==> src/rtl/dvp_tx.sv <==
// DVP source: turns a 16-bit pixel stream into camera-style Vsync/Href/8-bit Data, high byte first.
// Optional macro DVP_TX_PATTERN_EN: underflow slots carry a {line, pixel} index pattern instead of 0x0000.
module dvp_tx #(
   parameter int H_ACTIVE   = 8,
   parameter int V_ACTIVE   = 12,
   parameter int VSYNC_LEN  = 4,
   parameter int VBP_LEN    = 10,
   parameter int HBLANK_LEN = 10
) (
   input  logic        PCLK,
   input  logic        Rst_n,
   input  logic        Enable,
   input  logic [15:0] PixelData,
   input  logic        PixelValid,
   output logic        PixelReady,
   output logic        Vsync,
   output logic        Href,
   output logic [7:0]  Data,
   output logic        FrameDone,
   output logic        Underflow,
   output logic        Busy
);

   localparam int LINE_BYTES = 2 * H_ACTIVE;
   localparam int BW   = (LINE_BYTES > 1) ? $clog2(LINE_BYTES) : 1;
   localparam int LW   = (V_ACTIVE > 1) ? $clog2(V_ACTIVE) : 1;
   localparam int TMAX = (VSYNC_LEN > VBP_LEN)
                         ? ((VSYNC_LEN > HBLANK_LEN) ? VSYNC_LEN : HBLANK_LEN)
                         : ((VBP_LEN > HBLANK_LEN) ? VBP_LEN : HBLANK_LEN);
   localparam int TW   = (TMAX > 1) ? $clog2(TMAX) : 1;

   localparam logic [BW-1:0] BYTE_LAST = BW'(LINE_BYTES - 1);
   localparam logic [LW-1:0] LINE_LAST = LW'(V_ACTIVE - 1);
   localparam logic [TW-1:0] VS_LAST   = TW'(VSYNC_LEN - 1);
   localparam logic [TW-1:0] VBP_LAST  = TW'(VBP_LEN - 1);
   localparam logic [TW-1:0] HBL_LAST  = TW'(HBLANK_LEN - 1);

   typedef enum logic [2:0] {
      IDLE,
      VSYNC,
      VBP,
      ACTIVE,
      HBLANK
   } state_t;

   state_t          state;
   logic [TW-1:0]   timer;
   logic [BW-1:0]   byte_cnt;
   logic [LW-1:0]   line_cnt;
   logic [7:0]      lo_byte;
   logic [15:0]     fill_pixel;

   // A pixel is fetched one cycle ahead of every even byte slot so its high byte lands on time.
   always_comb begin
      PixelReady = 1'b0;
      case (state)
         VBP:     PixelReady = (timer == VBP_LAST);
         ACTIVE:  PixelReady = byte_cnt[0] && (byte_cnt != BYTE_LAST);
         HBLANK:  PixelReady = (timer == HBL_LAST) && (line_cnt != LINE_LAST);
         default: PixelReady = 1'b0;
      endcase
   end

`ifdef DVP_TX_PATTERN_EN
   logic [LW-1:0] slot_line;
   logic [BW-1:0] slot_pix;

   // Index of the slot being filled: a fetch from HBLANK belongs to the next line.
   always_comb begin
      slot_line  = (state == HBLANK) ? line_cnt + LW'(1) : line_cnt;
      slot_pix   = (state == ACTIVE) ? (byte_cnt + BW'(1)) >> 1 : '0;
      fill_pixel = {8'(slot_line), 8'(slot_pix)};
   end
`else
   assign fill_pixel = 16'h0000;
`endif

   // NOTE: state, counters and outputs all update with non-blocking assignments so every
   // read in this block sees the pre-edge value, regardless of statement order.
   always_ff @(posedge PCLK or negedge Rst_n) begin
      if (!Rst_n) begin
         state     <= IDLE;
         timer     <= '0;
         byte_cnt  <= '0;
         line_cnt  <= '0;
         // NOTE: the low-byte holding register is reset too, so the first line after
         // reset never shows stale data even if the fetch logic changes later.
         lo_byte   <= '0;
         Vsync     <= 1'b0;
         Href      <= 1'b0;
         Data      <= 8'h00;
         FrameDone <= 1'b0;
         Underflow <= 1'b0;
         Busy      <= 1'b0;
      end else begin
         FrameDone <= 1'b0;

         if (PixelReady) begin
            Data    <= PixelValid ? PixelData[15:8] : fill_pixel[15:8];
            lo_byte <= PixelValid ? PixelData[7:0]  : fill_pixel[7:0];
            if (!PixelValid)
               Underflow <= 1'b1;
         end else if (state == ACTIVE && !byte_cnt[0]) begin
            Data <= lo_byte;
         end else begin
            Data <= 8'h00;
         end

         case (state)
            IDLE: begin
               if (Enable) begin
                  state     <= VSYNC;
                  Vsync     <= 1'b1;
                  Busy      <= 1'b1;
                  timer     <= '0;
                  line_cnt  <= '0;
                  Underflow <= 1'b0;
               end
            end

            VSYNC: begin
               if (timer == VS_LAST) begin
                  state <= VBP;
                  Vsync <= 1'b0;
                  timer <= '0;
               end else begin
                  timer <= timer + TW'(1);
               end
            end

            VBP: begin
               if (timer == VBP_LAST) begin
                  state    <= ACTIVE;
                  Href     <= 1'b1;
                  timer    <= '0;
                  byte_cnt <= '0;
               end else begin
                  timer <= timer + TW'(1);
               end
            end

            ACTIVE: begin
               if (byte_cnt == BYTE_LAST) begin
                  state    <= HBLANK;
                  Href     <= 1'b0;
                  byte_cnt <= '0;
                  timer    <= '0;
                  if (line_cnt == LINE_LAST)
                     FrameDone <= 1'b1;
               end else begin
                  byte_cnt <= byte_cnt + BW'(1);
               end
            end

            HBLANK: begin
               if (timer == HBL_LAST) begin
                  timer <= '0;
                  if (line_cnt != LINE_LAST) begin
                     state    <= ACTIVE;
                     Href     <= 1'b1;
                     line_cnt <= line_cnt + LW'(1);
                  end else if (Enable) begin
                     state     <= VSYNC;
                     Vsync     <= 1'b1;
                     line_cnt  <= '0;
                     Underflow <= 1'b0;
                  end else begin
                     state <= IDLE;
                     Busy  <= 1'b0;
                  end
               end else begin
                  timer <= timer + TW'(1);
               end
            end

            default: begin
               state <= IDLE;
               Vsync <= 1'b0;
               Href  <= 1'b0;
               Busy  <= 1'b0;
            end
         endcase
      end
   end

endmodule

==> config.mk <==
export PLATFORM = sky130hd
export DESIGN_NAME = dvp_tx
export DESIGN_NICKNAME = d
export VERILOG_FILES = /design/src/rtl/dvp_tx.sv
export SDC_FILE = /design/constraint.sdc
export NUM_CORES = 1
export LEC_CHECK = 0
export CAP_MARGIN = 20
export CORE_MARGIN = 8
export CORE_UTILIZATION = 30
export CTS_BUF_LIST = sky130_fd_sc_hd__clkbuf_16
export DETAILED_ROUTE_END_ITERATION = 6
export GPL_ROUTABILITY_DRIVEN = 0
export HOLD_SLACK_MARGIN = 0.03
export PLACE_DENSITY_LB_ADDON = 0.08
export SKIP_CTS_REPAIR_TIMING = 1
export SYNTH_ARGS = -nofsm -noshare
export SYNTH_HDL_FRONTEND = slang
export SYNTH_SLANG_ARGS = --single-unit
==> constraint.sdc <==
create_clock -name PCLK -period 3.6 [get_ports PCLK]
set_input_delay 0.72 -clock PCLK [delete_from_list [all_inputs] [get_ports PCLK]]
set_output_delay 0.72 -clock PCLK [all_outputs]
set_load 0.05 [all_outputs]
==> run metrics, run 1 <==
run status=finished clean; Mapped Nets=203; top cells by area, synth=dfrtp_1 (48%), a32o_1 (4.8%), mux2i_1 (4.8%); post-layout min period=2.79 ns; WL/cell=15.5 um; cell area after layout=2390 um2; post-synthesis compound-gate area fraction=22.4%; WP data arrival=2.07 ns; IO Pins=34; Seq/Total Area, Yosys=48.1%; LEAKAGE=1.04 nW; crit path max fanout=18; CTS clk-pin slew, worst paths=0.05 ns; Placed Area=2250 um2; xor/xnor share of the synthesized area=0.468%; htree depth=2; Initial Util=31.3%; Sink Count=36; VDD IR-drop max=0.280 mV; Slew Viols, Final=0; synthesis-to-finish area growth=27.6%; nets=234; vias in the first global route=1489; first-pass GRT wire length=7470 um; HP Class=reg2reg; total gr overflow=0; Max Clock Skew=0.00389 ns; Die Width=95.0 um; Startpoint Class=register; Mean Syn Cell Area=10.5 um2; CTS Root Cell=clkbuf_16; share of the synthesized area in the top cell type=48.1%; period utilisation layout=77.5%; antenna cell count=0; Antenna Nets Post-Route=0; num rows=28; Synth top cells by count=dfrtp_1 (36), nand2_1 (15), inv_1 (13), o21ai_0 (13); die height=95.0 um; Tot GR Track Use=10.5%; Worst setup EP type=output port; Core Footprint=5990 um2; RSZ-0062 raised after global routing=no; clk_lat worst skew=0.27 ns; Synth cell types=51; instance count of the mapped netlist=179; Placed Cells=278; simple-gate share of the synthesized area=15.2%; main combinational cell family by area after synthesis=compound AO/OA/AOI/OAI gates; Pwr Density=763 nW/um2; final setup violation count=0; final wirelength=4430 um; Post-synth EDFFs=0; final non-filler cell total=286; Worst Tran Pin Value=0.896 ns; Synth Register Bits=36; setup TNS=0 ns; CTS Buf Count=5; worst endpoint required time=2.88 ns; largest net degree at the start of global routing=21; adder-cell area share of the yosys netlist=2.67%; drt via density=5.15; max_cap viols=0; layout cells sized above 1=9.00%; DRC Markers=0; drt first pass iters=4; post-synthesis mux area share=5.41%; WS Path Type=reg2out; DP Wirelength=3200 um; Cell Area, Synth=1870 um2; initial antenna violation count=0; DR vias=1473; CTS tree=yes; drt first-iter violations=40; count leader, synth=dfrtp_1; port bufs=33; Top FF cell, synth=dfrtp_1; Reg2Reg Setup Slack=1.68 ns; top cell type by total area after synthesis=dfrtp_1; hold slack=0.493 ns; Layout Utilization=39.9%; ys async rst share=100%; Max Clk Rate=0.359 GHz; final hold violation count=0; synth warn=0; Clock Path Buffers=2; area of the die=9030 um2; worst rel slew slack=40.1%
-- cells in the final DEF, fill, tap and decap left out, types with 2 or more instances in the layout --
master	n
a211oi_1	2
a21oi_1	7
a22o_1	4
a32o_1	9
buf_4	3
clkbuf_16	5
clkdlybuf4s50_1	32
clkinv_2	2
dfrtp_1	36
ha_1	4
inv_1	13
mux2i_1	9
nand2_1	15
nand2b_1	2
nand3_1	7
nand4_1	3
nor2_1	8
o21ai_0	13
o31ai_1	3
-- area by class of cell --
class / instances / area (um2)
Fill cell: 573 / 3600
Sequential cell: 36 / 901
Multi-Input combinational cell: 119 / 865
Timing Repair Buffer: 35 / 343
Clock buffer: 5 / 125
Tap cell: 75 / 93.8
Inverter: 13 / 48.8
Clock inverter: 3 / 13.8
-- path summary, 6_finish.rpt --
check                            start          end  depth (start not counted)
min reg2reg                 lo_byte[7]      Data[7]                          1
max                           state[2]   PixelReady                          5
min in group asynchronous        Rst_n  line_cnt[1]                          1
max reg2reg                byte_cnt[0]     timer[3]                          5
min                         lo_byte[7]      Data[7]                          1
max in group asynchronous        Rst_n   lo_byte[6]                          2
-- power breakdown --
group | switching [mW] | leakage [nW] | internal [mW]
logic | 0.444 | 0.505 | 0.316
registers | 0.125 | 0.468 | 0.533
clock network | 0.155 | 0.0710 | 0.251
-- metrics by stage --
step,power [mW],worst slack [ns]
after global routing,1.97,0.670
after floorplan,1.22,1.43
after global placement,1.42,1.17
after CTS,1.86,0.795
final,1.82,0.811
after detailed placement,1.43,1.10
-- cells by family (layout without fill, tap and decap cells) --
| group | Yosys count | in the layout |
|---|---|---|
| compound gates | 54 | 54 |
| xor+xnor | 1 | 1 |
| buf+inv | 24 | 56 |
| flops | 36 | 36 |
| simple gates | 50 | 50 |
| mux | 10 | 10 |
| fa+ha+maj | 4 | 4 |
-- registers in the layout (all words and copies together), names as in the netlist --
name       flops
Busy           1
timer          4
Vsync          1
Data           8
FrameDone      1
byte_cnt       4
line_cnt       4
lo_byte        8
Href           1
state          3
Underflow      1
-- worst max-delay path, cell delays in order, from the launching register on --
cell and delay, ns:
dfrtp_1 0.71, and2b_1 0.29, a21oi_4 0.09, o31ai_4 0.16, buf_4 0.29, buf_4 0.25
-- routing by layer --
metal / track usage [%] / part of all wire (%) / vias up
li1: - / - / 723
met1: 13.3 / 46 / 714
met5: 0 / 0 / -
met4: 3.90 / 0.90 / 0
met2: 16.4 / 48 / 31
met3: 3.22 / 5.4 / 5
Power figures use the tool's default switching activity.
==> run 2, diff against run 1 <==
==> constraint.sdc (replaced) <==
create_clock -name PCLK -period 2.82 [get_ports PCLK]
set_input_delay 0.564 -clock PCLK [delete_from_list [all_inputs] [get_ports PCLK]]
set_output_delay 0.564 -clock PCLK [all_outputs]
set_load 0.05 [all_outputs]
==> run metrics, run 2 (same netlist as run 1, synthesis figures left out) <==
run status=finished clean; first-pass GRT wire length=7470 um (about the same); Slew Viols, Final=0 (unchanged); Max Clock Skew=0.00585 ns (+0.00196 ns); Crit path depth=4 (-1); cell area after layout=2400 um2 (+0.26%); DP Wirelength=3230 um (+0.84%); worst endpoint required time=2.26 ns (-0.62 ns); Core Footprint=5990 um2 (unchanged); Placed Area=2260 um2 (+0.56%); hold slack=0.495 ns (+0.00240 ns); CP peak stage delay=0.71 ns (about the same); most common cell after layout, fill and taps aside=dfrtp_1; LEAKAGE=1.04 nW (-0.31%); setup TNS=0 ns (unchanged); FF-to-FF path depth=5 (unchanged); Worst Tran Pin Value=0.579 ns (-0.316 ns); IO Pins=34 (unchanged); htree depth=2 (unchanged); Largest regs=Data (8), lo_byte (8); CTS clk-pin slew, worst paths=0.05 ns (about the same); num rows=28 (unchanged); drt first-iter violations=92 (+130%); largest net degree at the start of global routing=37 (+76%); clk_lat worst skew=0.28 ns (about the same); worst rel slew slack=61.3% (+21 points); grt met3 use=2.99% (-0.24 points); crit path max fanout=18 (unchanged); WP data arrival=1.83 ns (-0.24 ns); Sink Count=36 (unchanged); final hold violation count=0 (unchanged); vias in the first global route=1477 (-0.81%); layer with the highest usage=met2; CP cell instances=and2b_1, a21oi_4, o31ai_4, buf_12; final wirelength=4460 um (+0.70%); initial antenna violation count=0 (unchanged); Clock Path Buffers=2 (unchanged); period utilisation layout=84.8%; HP Class=reg2reg; Startpoint Class=register; cell at the slowest stage of the critical path=dfrtp_1; DR vias=1465 (-0.54%); port bufs=33 (unchanged); RSZ-0062 raised after global routing=no; Tot GR Track Use=10.5% (about the same); DRC Markers=0 (unchanged); Antenna Nets Post-Route=0 (unchanged); Max Clk Rate=0.418 GHz; hold path depth=1 (unchanged); area of the die=9030 um2 (unchanged); met2 Resource Use GR=15.7% (-0.70 points); die height=95.0 um (unchanged); Initial Util=31.3% (unchanged); CTS Buf Count=5 (unchanged); post-layout min period=2.39 ns; CTS tree=yes; layout cells sized above 1=8.10% (-0.91 points); antenna cell count=0 (unchanged); drt via density=5.14 (-0.19%); crit-path leading delay family=flip-flops; Die Width=95.0 um (unchanged); total gr overflow=0 (unchanged); commonest non-fill, non-tap cells in the layout=dfrtp_1 (36), clkdlybuf4s50_1 (32), nand2_1 (15); nets=234 (unchanged); CTS Root Cell=clkbuf_16; met1 Usage GRT=14.2% (+0.97 points); Buf+Inv Stages, Crit Path=1 (-1); WL/cell=15.6 um (+1.1%); Pwr Density=974 nW/um2 (+28%); Worst setup EP type=output port; drt first pass iters=4 (unchanged); WS Path Type=reg2out; final setup violation count=0 (unchanged); synthesis-to-finish area growth=27.9%; VDD IR-drop max=0.438 mV (+56%); max_cap viols=0 (unchanged)
==> run 2: metrics by stage <==
| stage | instances | power, mW | worst slack, ns | utilization (%) |
|---|---|---|---|---|
| 2_1_floorplan | 179 | 1.56 | 0.806 | - |
| 3_3_place_gp | 278 | 1.82 | 0.760 | 37.8 |
| 3_5_place_dp | 278 | 1.85 | 0.651 | 37.8 |
| 4_1_cts | 285 | 2.37 | 0.425 | 40.0 |
| 5_1_grt | 285 | 2.51 | 0.333 | 40.0 |
| 6_report | 285 | 2.33 | 0.429 | 40.0 |
==> run 2: where the power goes <==
group          internal (mW)  switching, mW  total [mW]
Combinational          0.417          0.568       0.985
Sequential             0.681          0.160       0.841
Clock                  0.316          0.191       0.507
==> run 2: area by class of cell <==
class                      count  area (um2)
fill                         569        3590
multi-input combinational    119         865
inverter                      13        48.8
sequential                    36         901
timing repair buffer          35         355
clock buffer                   5         125
clock inverter                 2        7.51
tap                           75        93.8
==> run 2: path summary, 6_finish.rpt <==
| check | slack [ns] | end | from |
|---|---|---|---|
| worst max-delay path | 0.43 | PixelReady | state[2] |
| worst min-delay path | 0.49 | Data[5] | lo_byte[5] |
| worst max register to register | 0.83 | lo_byte[2] | state[2] |
| worst min register to register | 0.49 | Data[5] | lo_byte[5] |
| max in group asynchronous | 1.79 | lo_byte[4] | Rst_n |
| min in group asynchronous | 0.71 | line_cnt[2] | Rst_n |
==> run 2: worst register-to-register path, delay by kind of cell, from the launching register on <==
| kind | cells | cell delay [ns] |
|---|---|---|
| buf+inv | 1 | 0.32 |
| simple gates | 1 | 0.31 |
| mux | 1 | 0.22 |
| flops | 1 | 0.71 |
| compound gates | 2 | 0.35 |
==> run 2: per-layer routing <==
metal / part of all wire, % / up-vias
li1: - / 726
met1: 46 / 694
met2: 47 / 41
met3: 6.3 / 4
met4: 0.52 / 0
met5: 0 / -
==> run 3, diff against run 2 <==
==> constraint.sdc (replaced) <==
create_clock -name PCLK -period 2 [get_ports PCLK]
set_input_delay 0.4 -clock PCLK [delete_from_list [all_inputs] [get_ports PCLK]]
set_output_delay 0.4 -clock PCLK [all_outputs]
set_load 0.05 [all_outputs]
==> run metrics, run 3 (same netlist as run 1, synthesis figures left out) <==
initial antenna violation count=0 (unchanged); nets=250 (+6.8%); Largest regs=Data (8), lo_byte (8); WL/cell=15.5 um (-1.2%); crit path max fanout=6 (-12); RR Startpoint=timer[0]; drt first-iter violations=65 (-29%); vias in the first global route=1492 (+1.0%); final non-filler cell total=302 (+6.0%); Clock Path Buffers=2 (unchanged); reg-to-reg endpoint=timer[3]; Core Footprint=5990 um2 (unchanged); CTS Root Cell=clkbuf_16; htree depth=2 (unchanged); Antenna Nets Post-Route=0 (unchanged); CTS Buf Count=5 (unchanged); total gr overflow=0 (unchanged); antenna cell count=0 (unchanged); HP Class=reg2reg; drt first pass iters=4 (unchanged); hold path start=lo_byte[1]; WS Path Type=reg2out; num rows=28 (unchanged); cell at the slowest stage of the critical path=dfrtp_1; worst endpoint required time=1.60 ns (-0.66 ns); CTS tree=yes; drt via density=5.11 (-0.67%); WP data arrival=1.56 ns (-0.27 ns); Worst Tran Pin Value=0.581 ns (+0.00125 ns); VDD IR-drop max=0.744 mV (+70%); die height=95.0 um (unchanged); final setup violation count=0 (unchanged); setup TNS=0 ns (unchanged); Worst setup EP type=output port; end of the worst hold path=Data[1]; area of the die=9030 um2 (unchanged); Slew Viols, Final=0 (unchanged); Die Width=95.0 um (unchanged); Sink Count=36 (unchanged); pre-CTS WS=0.197 ns (-0.454 ns); CP peak stage delay=0.43 ns (-0.28 ns); IO Pins=34 (unchanged); DP Wirelength=3260 um (+1.1%); final wirelength=4670 um (+4.7%); Initial Util=31.3% (unchanged); largest net degree at the start of global routing=37 (unchanged); LEAKAGE=1.11 nW (+7.0%); Tot GR Track Use=10.2% (-0.27 points); max_cap viols=0 (unchanged); FF-to-FF path depth=5 (unchanged); first-pass GRT wire length=7230 um (-3.2%); port bufs=33 (unchanged); CP cell instances=ha_4, nand3b_4, a21oi_4, o31ai_4, buf_12; run status=finished clean; cell area after layout=2550 um2 (+6.3%); hold path depth=1 (unchanged); Placed Area=2300 um2 (+1.7%); worst rel slew slack=61.2% (-0.084 points); Max Clock Skew=0.00593 ns (+0.0000777 ns); Max Clk Rate=0.510 GHz; DR vias=1542 (+5.3%); post-layout min period=1.96 ns; Final WS setup=0.0374 ns (-0.392 ns); DRC Markers=0 (unchanged); Reg2Reg Setup Slack=0.23 ns (-0.60 ns); commonest non-fill, non-tap cells in the layout=dfrtp_1 (32), clkdlybuf4s50_1 (32), buf_4 (18); final hold violation count=0 (unchanged); Placed Cells=283 (+1.8%); clk_lat worst skew=0.28 ns (about the same); CTS clk-pin slew, worst paths=0.06 ns (about the same); Pwr Density=1350 nW/um2 (+39%); synthesis-to-finish area growth=36.0%; layout cells sized above 1=18.1% (+10 points); Startpoint Class=register; period utilisation layout=98.1%
run 3: cell type report:
class / instances / area [um2]
Clock buffer: 5 / 125
Tap cell: 75 / 93.8
Clock inverter: 3 / 15.0
Multi-Input combinational cell: 119 / 883
Sequential cell: 36 / 906
Fill cell: 579 / 3440
Inverter: 13 / 48.8
Timing Repair Buffer: 51 / 475
run 3: per-stage QoR:
stage | util [%] | power, mW | hold WS [ns]
global placement | 38.4 | 2.61 | 0.477
CTS | 40.7 | 3.40 | 0.497
floorplan | - | 2.20 | 0.104
global route | 42.5 | 3.65 | 0.519
detailed placement | 38.4 | 2.64 | 0.485
finish | 42.5 | 3.44 | 0.493
run 3: routing by layer:
layer / up-vias / global-route usage, % / part of all wire (%)
li1: 754 / - / -
met1: 758 / 12.9 / 47
met3: 4 / 3.30 / 5.1
met5: - / 0 / 0
met2: 26 / 15.8 / 47
met4: 0 / 3.90 / 0.88
run 3: worst max-delay path by stage:
stage,startpoint,depth (start not counted),slack (ns),to
after global routing,line_cnt[1],5,-0.02,PixelReady
after global placement,line_cnt[0],5,0.27,PixelReady
after detailed placement,line_cnt[0],6,0.20,lo_byte[6]
after floorplan,line_cnt[0],5,0.15,PixelReady
after CTS,line_cnt[0],5,-0.08,PixelReady
final,line_cnt[1],5,0.04,PixelReady
run 3: critical path: cells and delay by family, from the launching register on:
kind / cells / cell delay (ns)
DFF: 1 / 0.43
AOI/OAI and AO/OA: 2 / 0.35
adders and majority gates: 1 / 0.20
buffers and inverters: 1 / 0.18
and+or+nand+nor: 1 / 0.12
run 3: where the power goes:
part,total [mW],internal [mW],switching (mW)
clock,0.740,0.452,0.288
combinational,1.52,0.674,0.845
sequential,1.18,0.965,0.217
